<file path="src/rtl/sprite_rom_arbiter.sv">
// Shares one synchronous sprite ROM between N_REQ draw stages: round-robin grant, tagged read-back.
// Define SPRITE_ARB_FIXED_PRIO_EN for fixed priority (lowest index wins, ptr_clr ignored).
module sprite_rom_arbiter #(
  parameter int unsigned N_REQ   = 2,
  parameter int unsigned AW      = 12,
  parameter int unsigned DW      = 12,
  parameter int unsigned ROM_LAT = 1
) (
  input  logic                pclk,
  input  logic                rst_n,
  input  logic                ptr_clr,
  input  logic [N_REQ-1:0]    req,
  input  logic [N_REQ*AW-1:0] addr_in,
  output logic [N_REQ-1:0]    gnt,
  output logic [AW-1:0]       rom_addr,
  input  logic [DW-1:0]       rom_data,
  output logic [N_REQ-1:0]    rd_valid,
  output logic [DW-1:0]       rd_data
);

  localparam int unsigned IW = (N_REQ > 1) ? $clog2(N_REQ) : 1;

  typedef struct packed {
    logic          vld;
    logic [IW-1:0] idx;
  } tag_t;

  logic          gnt_any;
  logic [IW-1:0] gnt_idx;
  logic [AW-1:0] gnt_addr;
  logic [N_REQ-1:0] rd_dec;
  tag_t          tag_q [0:ROM_LAT];

`ifdef SPRITE_ARB_FIXED_PRIO_EN
  logic ptr_clr_unused;
  assign ptr_clr_unused = ptr_clr;

  always_comb begin
    gnt     = '0;
    gnt_any = 1'b0;
    gnt_idx = '0;
    for (int unsigned k = 0; k < N_REQ; k++) begin
      if (!gnt_any && req[k]) begin
        gnt_any = 1'b1;
        gnt_idx = IW'(k);
      end
    end
    if (gnt_any) gnt[gnt_idx] = 1'b1;
  end
`else
  logic [IW-1:0] ptr_q;
  logic [IW-1:0] ptr_nxt;
  logic [IW-1:0] cand;
  int unsigned   sum;

  // Candidate index wraps explicitly so non-power-of-2 N_REQ never aliases.
  always_comb begin
    gnt     = '0;
    gnt_any = 1'b0;
    gnt_idx = '0;
    cand    = '0;
    sum     = 0;
    for (int unsigned k = 0; k < N_REQ; k++) begin
      sum = 32'(ptr_q) + k;
      if (sum >= N_REQ) sum = sum - N_REQ;
      cand = IW'(sum);
      if (!gnt_any && req[cand]) begin
        gnt_any = 1'b1;
        gnt_idx = cand;
      end
    end
    if (gnt_any) gnt[gnt_idx] = 1'b1;
  end

  always_comb begin
    ptr_nxt = gnt_idx + 1'b1;
    if (gnt_idx == IW'(N_REQ - 1)) ptr_nxt = '0;
  end

  always_ff @(posedge pclk or negedge rst_n) begin
    if (!rst_n) begin
      ptr_q <= '0;
    end else if (ptr_clr) begin
      ptr_q <= '0;
    end else if (gnt_any) begin
      ptr_q <= ptr_nxt;
    end
  end
`endif

  always_comb begin
    gnt_addr = '0;
    for (int unsigned k = 0; k < N_REQ; k++) begin
      if (gnt_idx == IW'(k)) gnt_addr = addr_in[k*AW +: AW];
    end
  end

  always_comb begin
    rd_dec = '0;
    if (tag_q[ROM_LAT].vld) rd_dec[tag_q[ROM_LAT].idx] = 1'b1;
  end

  // Tag stage ROM_LAT lines up with rom_data; the output register adds the final cycle.
  always_ff @(posedge pclk or negedge rst_n) begin
    if (!rst_n) begin
      rom_addr <= '0;
      rd_valid <= '0;
      rd_data  <= '0;
      for (int unsigned k = 0; k <= ROM_LAT; k++) tag_q[k] <= '0;
    end else begin
      if (gnt_any) rom_addr <= gnt_addr;
      tag_q[0] <= '{vld: gnt_any, idx: gnt_idx};
      for (int unsigned k = 1; k <= ROM_LAT; k++) tag_q[k] <= tag_q[k-1];
      rd_valid <= rd_dec;
      if (tag_q[ROM_LAT].vld) rd_data <= rom_data;
    end
  end

endmodule

</file>
<file path="config.mk">
export PLATFORM = sky130hd
export DESIGN_NAME = sprite_rom_arbiter
export DESIGN_NICKNAME = d
export VERILOG_FILES = /design/src/rtl/sprite_rom_arbiter.sv
export SDC_FILE = /design/constraint.sdc
export NUM_CORES = 1
export LEC_CHECK = 0
export CORE_UTILIZATION = 36
export CTS_CLUSTER_SIZE = 14
export DETAILED_ROUTE_END_ITERATION = 6
export GPL_TIMING_DRIVEN = 1
export PLACE_DENSITY = 0.82
export SKIP_CTS_REPAIR_TIMING = 1
export SLEW_MARGIN = 20
export SYNTH_ARGS = -nofsm -noshare
export SYNTH_HDL_FRONTEND = slang
export SYNTH_SLANG_ARGS = --single-unit
</file>
<file path="constraint.sdc">
create_clock -name pclk -period 1 [get_ports pclk]
set_clock_uncertainty 0.05 [all_clocks]
set_input_delay 0.15 -clock pclk [delete_from_list [all_inputs] [get_ports pclk]]
set_output_delay 0.15 -clock pclk [all_outputs]
set_load 0.005 [all_outputs]
</file>
==> results of run 1 <==
[layer usage]
metal | routed length, um | share of wire | vias to the layer above
li1 | - | - | 548
met1 | 1560 | 0.42 | 565
met2 | 1840 | 0.50 | 47
met3 | 242 | 0.066 | 6
met4 | 48 | 0.013 | 0
met5 | 0 | 0 | -
[synthesized netlist by cell type]
cell,number,area [sq um]
buf_2,3,15.0
nand2b_4,1,13.8
clkbuf_1,1,3.75
a21oi_1,13,65.1
dfrtp_1,31,776
nor2b_1,1,6.26
buf_12,1,20.0
mux2_2,16,180
a21boi_0,1,7.51
inv_1,12,45.0
and2_4,1,8.76
or2_2,1,6.26
o22ai_2,8,100
mux2_4,8,120
buf_6,2,22.5
and2_1,2,12.5
nand2b_1,1,6.26
o22ai_1,4,25.0
[stage by stage]
stage	area (sq um)	setup WS (ps)
floorplan	1520	-47.5
global placement	2300	-666
detailed placement	2300	-689
CTS	2400	-688
global route	2370	-343
finish	2370	-296
[flip-flops by register name (all words and copies together), names as in the netlist]
register  cells
rd_data      12
ptr_q         1
tag_q         4
rd_valid      2
rom_addr     12
[where the power goes]
group          leakage, uW  switching (uW)  internal, uW
registers         0.000362            62.5          1370
logic             0.000750             296           507
clock network    0.0000515             445           627
[worst max-delay path, cell delays in order, from the launching register on]
cell and delay [ps]:
dfrtp_1 400, nand2b_4 150, and2_4 150, buf_6 110
[final timing paths]
check / startpoint / to / slack [ps] / depth (start not counted)
max in group asynchronous: rst_n / rd_data[10]$_DFFE_PN0P_ / 560 / 2
min reg2reg: tag_q[2]$_DFF_PN0_ / tag_q[0]$_DFF_PN0_ / 310 / 0
max: ptr_q$_DFFE_PN0P_ / gnt[1] / -300 / 3
max reg2reg: ptr_q$_DFFE_PN0P_ / rom_addr[6]$_DFFE_PN0N_ / -260 / 4
min: rst_n / rom_addr[10]$_DFFE_PN0N_ / 180 / 2
min in group pclk: tag_q[2]$_DFF_PN0_ / tag_q[0]$_DFF_PN0_ / 310 / 0
[final cells by class]
type                            instances  area share
Multi-Input combinational cell         58       0.271
Clock buffer                            8      0.0423
Inverter                               12      0.0190
Tap cell                               48      0.0254
Timing Repair Buffer                   90       0.314
Sequential cell                        31       0.328
[cells by family (layout without fill, tap and decap cells)]
group,after synthesis,count (layout),share of synthesized area
and+or+nand+nor,7,8,0.0375
muxes,24,24,0.209
buffers and inverters,19,110,0.0742
DFF,31,31,0.541
AOI/OAI and AO/OA,26,26,0.138
==> summary.txt, run 1 <==
Status
  • Outcome: finished with violations
  • Violated checks: setup timing

CTS
  • TritonCTS clock tree: yes
  • Clk sink count: 31
  • Clock Tree Buf Depth: 2
  • Clock transition at the registers of the reported paths: approximately 60 ps
  • Clock latency at the later pin of the worst-skew pair: between 200 and 300 ps
  • Num CTS Buffers: 5
  • H-tree depth: 2
  • Root Driver: clkbuf_8

STA
  • FMAX: just under 800 MHz
  • Final hold vios: 0
  • Worst setup margin: -296 ps
  • Final hold slack: roughly 180 ps
  • Ratio of final minimum period to clock period: 1.30
  • # setup viols final: 28
  • Worst Tran Pin Value: 255 ps
  • Final Max Slew Viols: 0
  • Max-Slew Margin vs Limit: 0.830
  • RSZ-0062 raised after global routing: yes
  • Min cycle time layout: 1300 ps
  • Setup TNS: -3750 ps

Final layout
  • Most common cell after layout, fill and taps aside: clkdlybuf4s50_1
  • Final nets: about 240
  • Fill cells: between 200 and 300
  • Register area: between 700 and 800 sq um
  • Layout area overhead: 65.1%
  • Share of cells above drive strength 1: 0.518
  • Layout Utilization: 0.632
  • Post-Layout Cell Count: roughly 250
  • # diodes: 0
  • Commonest non-fill, non-tap cells in the layout: clkdlybuf4s50_1, dfrtp_1, clkbuf_2
  • Multi-input logic area: 642 sq um

Floorplan
  • Die area: roughly 0.0042 sq mm
  • Die width: ~65 um
  • Die height: ~65 um
  • Std cell rows: 22
  • Initial core utilization: 0.383
  • Core area: 0.00374 sq mm
  • Num ports: between 60 and 70

Critical path
  • Worst setup EP type: output port
  • WS Path Type: flip-flop to output port
  • WP data required: roughly 800 ps
  • CP Data Arrival Time: approximately 1100 ps
  • Worst-path fanout max: 3
  • Crit start category: flip-flop

Global routing
  • M3 GR Usage: 0.0642
  • First-pass GRT wire length: between 5000 and 6000 um
  • Initial antenna violation count: 0
  • Gr ovfl total: 0
  • Met1 Track Usage GR: 0.214
  • Grt met2 use: 0.309
  • Gr busiest metal: met2
  • GRT Overall Usage: 0.183
  • Largest net degree at the start of global routing: 32
  • Vias in the first global route: 1196

Worst hold path
  • Min-delay worst type: primary input to asynchronous set/reset pin

Synth
  • Synth Cell Area: approximately 0.0014 sq mm
  • Yosys cell types: 18
  • #FFs+latches synth: 31
  • Ys Warns: 0
  • Syn Area/Cell: 13.4 sq um
  • Sequential element share of the synthesized area: 0.541
  • Syn_nets: 148
  • Gate Count Post-Synth: about 110

Placed design
  • Dpl cells: approximately 230
  • IO Port Bufs: 68
  • Gp weighted congestion: 0.700
  • DPL Wire Length: between 2000 and 3000 um

Detailed routing
  • Antenna-violating nets left: 0
  • DR WL/cell: 14.9 um
  • Vias per cell: between 4 and 5
  • DRT Pass-1 Iters: 4
  • DR DRC count: 0
  • WL final: about 3700 um
  • Vias: between 1k and 1.5k
  • DRT iter0 DRCs: 31

Power and ir drop
  • VDD IR-drop max: about 0.54 mV
  • Leakage: approximately 0.0012 uW
  • Tot Pwr: about 3300 uW
  • Pwr Density: roughly 1400 mW/mm^2

Run
  • Max cap viols: 0
(Power assumes the default switching activity.)
==> run 2, diff against run 1 <==
CELL_PAD_IN_SITES_DETAIL_PLACEMENT = 1   (was default)
CELL_PAD_IN_SITES_GLOBAL_PLACEMENT = 2   (was default)
CORE_UTILIZATION = 22   (was 36)
CTS_CLUSTER_SIZE = default   (was 14)
PLACE_DENSITY = 0.81   (was 0.82)
==> summary.txt, run 2 (synthesized netlist as in run 1, its figures left out) <==
Status
  • Outcome: finished with violations
  • Violated checks: setup timing

Final layout
  • Final nets: 239 (unchanged)
  • Layout Utilization: 0.384 (-0.248)
  • Layout area overhead: 69.0%
  • Final instance area: 0.00242 sq mm (+2.4%)
  • Largest regs: rd_data (12), rom_addr (12), tag_q (4)
  • Most common cell after layout, fill and taps aside: clkdlybuf4s50_1
  • Commonest non-fill, non-tap cells in the layout: clkdlybuf4s50_1, dfrtp_1, clkbuf_2
  • # diodes: 0 (unchanged)
  • Share of cells above drive strength 1: 0.535 (+0.0178)

CTS
  • Clk sink count: 31 (unchanged)
  • Root Driver: clkbuf_8
  • Clock Tree Buf Depth: 2 (unchanged)
  • Num CTS Buffers: 5 (unchanged)
  • Clock latency at the later pin of the worst-skew pair: 280 ps (about the same)
  • H-tree depth: 2 (unchanged)
  • Clock transition at the registers of the reported paths: 70 ps (about the same)
  • TritonCTS clock tree: yes

STA
  • FMAX: 791 MHz (+2.5%)
  • # setup viols final: 28 (unchanged)
  • Ratio of final minimum period to clock period: 1.26 (-0.0316)
  • Worst setup margin: -265 ps (+31.6 ps)
  • Worst Tran Pin Value: 232 ps (-23.1 ps)
  • RSZ-0062 raised after global routing: yes
  • Min cycle time layout: 1260 ps (-31.6 ps)
  • Final Max Slew Viols: 0 (unchanged)
  • Setup TNS: -3140 ps (+604 ps)
  • Max-Slew Margin vs Limit: 0.845 (+0.0154)
  • Final hold vios: 0 (unchanged)

Detailed routing
  • DR WL/cell: 15.3 um (+2.5%)
  • WL final: 4210 um (+14%)
  • Vias per cell: 4.39 (-7.0%)
  • Antenna-violating nets left: 0 (unchanged)
  • DR DRC count: 0 (unchanged)
  • DRT Pass-1 Iters: 3 (-1)
  • Vias: 1207 (+3.5%)
  • DRT iter0 DRCs: 60 (+94%)

Critical path
  • R2R Setup Slk: -220 ps (+40 ps)
  • R2R depth: 5 (+1)
  • CP Data Arrival Time: 1060 ps (-40 ps)
  • Crit start category: flip-flop
  • Worst-path fanout max: 2 (-1)
  • WP data required: 800 ps (about the same)
  • Worst setup EP type: output port
  • Critical Path Source: ptr_q$_DFFE_PN0P_
  • FF-to-FF Start: ptr_q$_DFFE_PN0P_
  • Reg-to-Reg End: rom_addr[11]$_DFFE_PN0N_
  • Setup crit end: gnt[1]
  • WS Path Type: flip-flop to output port

Worst hold path
  • Min-delay worst type: primary input to asynchronous set/reset pin

Placed design
  • DP Area: 0.00237 sq mm (+2.9%)
  • IO Port Bufs: 68 (unchanged)
  • DPL Wire Length: 2990 um (+15%)
  • Gp weighted congestion: 0.676 (-3.5%)

Floorplan
  • Die area: 0.00684 sq mm (+61%)
  • Num ports: 69 (unchanged)
  • Die height: 82.7 um (+27%)
  • Initial core utilization: 0.227 (-0.156)
  • Std cell rows: 29 (+32%)
  • Die width: 82.7 um (+27%)
  • Core area: 0.00631 sq mm (+69%)

Global routing
  • Gr ovfl total: 0 (unchanged)
  • Initial antenna violation count: 0 (unchanged)
  • First-pass GRT wire length: 6270 um (+11%)
  • Largest net degree at the start of global routing: 32 (unchanged)
  • Vias in the first global route: 1323 (+11%)
  • GRT Overall Usage: 0.125 (-0.0580)

Power and ir drop
  • VDD IR-drop max: 0.596 mV (+10%)
  • Pwr Density: 1350 mW/mm^2 (-3.8%)
  • Leakage: 0.00116 uW (-0.10%)

Run
  • Max cap viols: 0 (unchanged)
==> run 2: cell types whose count changed in the layout (fill, tap and decap cells not counted), sizes merged <==
cell	change
clkbuf	-1
buf	-1
clkinv	+1
==> run 2: cell type report <==
class	count	area (sq um)
Multi-Input combinational cell	58	668
Clock buffer	6	82.6
Clock inverter	1	5.00
Fill cell	686	3890
Sequential cell	31	776
Tap cell	77	96.3
Inverter	12	45.0
Timing Repair Buffer	90	751
==> run 2: how the worst min path moves through the flow <==
stage / to / slack (ps) / start
2_1_floorplan: ptr_q$_DFFE_PN0P_ / -200 / rst_n
3_3_place_gp: tag_q[0]$_DFF_PN0_ / 280 / tag_q[2]$_DFF_PN0_
3_5_place_dp: tag_q[1]$_DFF_PN0_ / 290 / tag_q[3]$_DFF_PN0_
4_1_cts: rd_data[0]$_DFFE_PN0P_ / 180 / rst_n
5_1_grt: rd_data[0]$_DFFE_PN0P_ / 210 / rst_n
6_report: rd_data[0]$_DFFE_PN0P_ / 180 / rst_n
==> run 2: metal layers <==
metal | vias to the layer above | global-route usage | wire length (um)
met5 | - | 0 | 0
met4 | 0 | 0.0414 | 26
met3 | 4 | 0.0374 | 301
met2 | 44 | 0.216 | 2100
met1 | 608 | 0.146 | 1790
li1 | 551 | - | -
==> run 2: critical path, cell delays in order, from the launching register on <==
cell and delay [ps]:
dfrtp_1 380, nand2b_4 140, and2_4 150, clkbuf_2 110
==> run 2: where the power goes <==
group,switching [uW],internal (uW),leakage (uW)
combinational,317,519,0.000753
clock,451,539,0.0000470
sequential,61.4,1370,0.000362
total,829,2430,0.00116
==> run 2: stage by stage <==
| stage | cells | hold WS [ps] | setup slack, ps | power (uW) |
|---|---|---|---|---|
| floorplan | 107 | -196 | -47.5 | 1820 |
| global placement | 264 | 282 | -706 | 2320 |
| detailed placement | 264 | 290 | -735 | 2350 |
| CTS | 271 | 180 | -733 | 3370 |
| global route | 275 | 210 | -299 | 3440 |
| finish | 275 | 184 | -265 | 3260 |
==> run 3, diff against run 2 <==
REMOVE_ABC_BUFFERS = 1   (was default)
==> summary.txt, run 3 (synthesized netlist as in run 1, its figures left out) <==
Detailed routing
  • Antenna-violating nets left: 0 (unchanged)
  • DRT Pass-1 Iters: 4 (+1)
  • DRT iter0 DRCs: 35 (-42%)
  • DR WL/cell: 14.5 um (-5.0%)
  • DR DRC count: 0 (unchanged)
  • Vias per cell: 4.26 (-2.9%)
  • Vias: 1172 (-2.9%)
  • WL final: 4000 um (-5.0%)

Global routing
  • Initial antenna violation count: 0 (unchanged)
  • First-pass GRT wire length: 5580 um (-11%)
  • GRT Overall Usage: 0.114 (-0.0107)
  • Largest net degree at the start of global routing: 21 (-34%)
  • Gr ovfl total: 0 (unchanged)
  • Vias in the first global route: 1143 (-14%)

Critical path
  • WP data required: 800 ps (about the same)
  • Delay-heaviest family, CP: flip-flops
  • Buf/Inv on CP: 1 (unchanged)
  • Peak per-stage delay on the critical path: 410 ps (+30 ps)
  • WS Path Type: flip-flop to output port
  • Critical Path, Cell by Cell: nand2b_4 -> and2_4 -> clkbuf_2
  • Worst-path fanout max: 3 (+1)
  • Stages on the worst setup path: 3 (unchanged)
  • Worst setup EP type: output port
  • Crit start category: flip-flop
  • CP Data Arrival Time: 1090 ps (+30 ps)
  • Slowest library cell on the worst path: dfrtp_1
  • R2R depth: 5 (unchanged)

STA
  • Final hold vios: 0 (unchanged)
  • Setup TNS: -3980 ps (-835 ps)
  • Ratio of final minimum period to clock period: 1.29 (+0.0243)
  • # setup viols final: 28 (unchanged)
  • Max-Slew Margin vs Limit: 0.785 (-0.0597)
  • Worst setup margin: -289 ps (-24.3 ps)
  • Final Max Slew Viols: 0 (unchanged)
  • FMAX: 776 MHz (-1.9%)
  • Final hold slack: 244 ps (+60.2 ps)
  • Min cycle time layout: 1290 ps (+24.3 ps)
  • Worst Tran Pin Value: 322 ps (+90.0 ps)
  • RSZ-0062 raised after global routing: yes

CTS
  • Clk sink count: 31 (unchanged)
  • Clock latency at the later pin of the worst-skew pair: 280 ps (about the same)
  • Clock transition at the registers of the reported paths: 70 ps (about the same)
  • Clock Tree Buf Depth: 2 (unchanged)
  • TritonCTS clock tree: yes
  • Num CTS Buffers: 5 (unchanged)
  • Root Driver: clkbuf_8
  • H-tree depth: 2 (unchanged)

Status
  • Violated checks: setup timing
  • Outcome: finished with violations

Final layout
  • Layout area overhead: 66.7%
  • Commonest non-fill, non-tap cells in the layout: clkdlybuf4s50_1, dfrtp_1, clkbuf_2
  • Largest regs: rd_data (12), rom_addr (12), tag_q (4)
  • Layout Utilization: 0.379 (-0.00535)
  • Final nets: 238 (-0.42%)
  • Post-Layout Cell Count: 275 (unchanged)
  • # diodes: 0 (unchanged)
  • Most common cell after layout, fill and taps aside: clkdlybuf4s50_1
  • Share of cells above drive strength 1: 0.490 (-0.0455)

Floorplan
  • Die width: 82.7 um (unchanged)
  • Die height: 82.7 um (unchanged)
  • Die area: 0.00684 sq mm (unchanged)
  • Initial core utilization: 0.227 (unchanged)
  • Core area: 0.00631 sq mm (unchanged)
  • Num ports: 69 (unchanged)
  • Std cell rows: 29 (unchanged)

Power and ir drop
  • Pwr Density: 1460 mW/mm^2 (+8.8%)
  • VDD IR-drop max: 0.649 mV (+8.8%)
  • Leakage: 0.00114 uW (-1.5%)

Placed design
  • Worst slack, placed: -652 ps (+83.3 ps)
  • IO Port Bufs: 68 (unchanged)
  • Gp weighted congestion: 0.621 (-8.1%)
  • Dpl cells: 261 (-1.1%)
  • DPL Wire Length: 2700 um (-9.7%)

Run
  • Max cap viols: 0 (unchanged)

Worst hold path
  • Min-delay worst type: primary input to asynchronous set/reset pin
run 3: worst paths after layout:
path,from,end,slack (ps)
worst max-delay path,ptr_q$_DFFE_PN0P_,gnt[1],-290
worst min-delay path,rst_n,rom_addr[9]$_DFFE_PN0N_,240
worst max register to register,ptr_q$_DFFE_PN0P_,rom_addr[6]$_DFFE_PN0N_,-270
worst min register to register,tag_q[2]$_DFF_PN0_,tag_q[0]$_DFF_PN0_,300
max in group asynchronous,rst_n,tag_q[1]$_DFF_PN0_,240
min in group pclk,tag_q[2]$_DFF_PN0_,tag_q[0]$_DFF_PN0_,300
run 3: worst register-to-register path, stage by stage (launching register included):
cell and delay [ps]:
dfrtp_1 410, nand2b_4 150, buf_4 180, buf_12 150, o22ai_1 160, a21oi_1 50
run 3: metrics by stage:
step | total power (uW) | area, sq um
2_1_floorplan | 1720 | 1370
3_3_place_gp | 2270 | 2300
3_5_place_dp | 2290 | 2300
4_1_cts | 3630 | 2420
5_1_grt | 3710 | 2390
6_report | 3500 | 2390
run 3: power by group:
part           total (uW)  leakage [uW]  internal [uW]  switching, uW
logic                 779      0.000722            496            283
clock network        1280     0.0000612            806            474
registers            1440      0.000362           1370           66.6
run 3: cell type report:
| class | count | area, sq um |
|---|---|---|
| Tap cell | 77 | 96.3 |
| Clock inverter | 2 | 35.0 |
| Sequential cell | 31 | 777 |
| Timing Repair Buffer | 89 | 757 |
| Inverter | 12 | 45.0 |
| Clock buffer | 6 | 82.6 |
| Fill cell | 701 | 3920 |
| Multi-Input combinational cell | 58 | 597 |
run 3: layer usage:
| metal | up-vias | global-route usage | routed length, um |
|---|---|---|---|
| li1 | 546 | - | - |
| met1 | 577 | 0.140 | 1830 |
| met2 | 49 | 0.180 | 1870 |
| met3 | 0 | 0.0473 | 292 |
| met4 | 0 | 0.0362 | 0 |
| met5 | - | 0 | 0 |
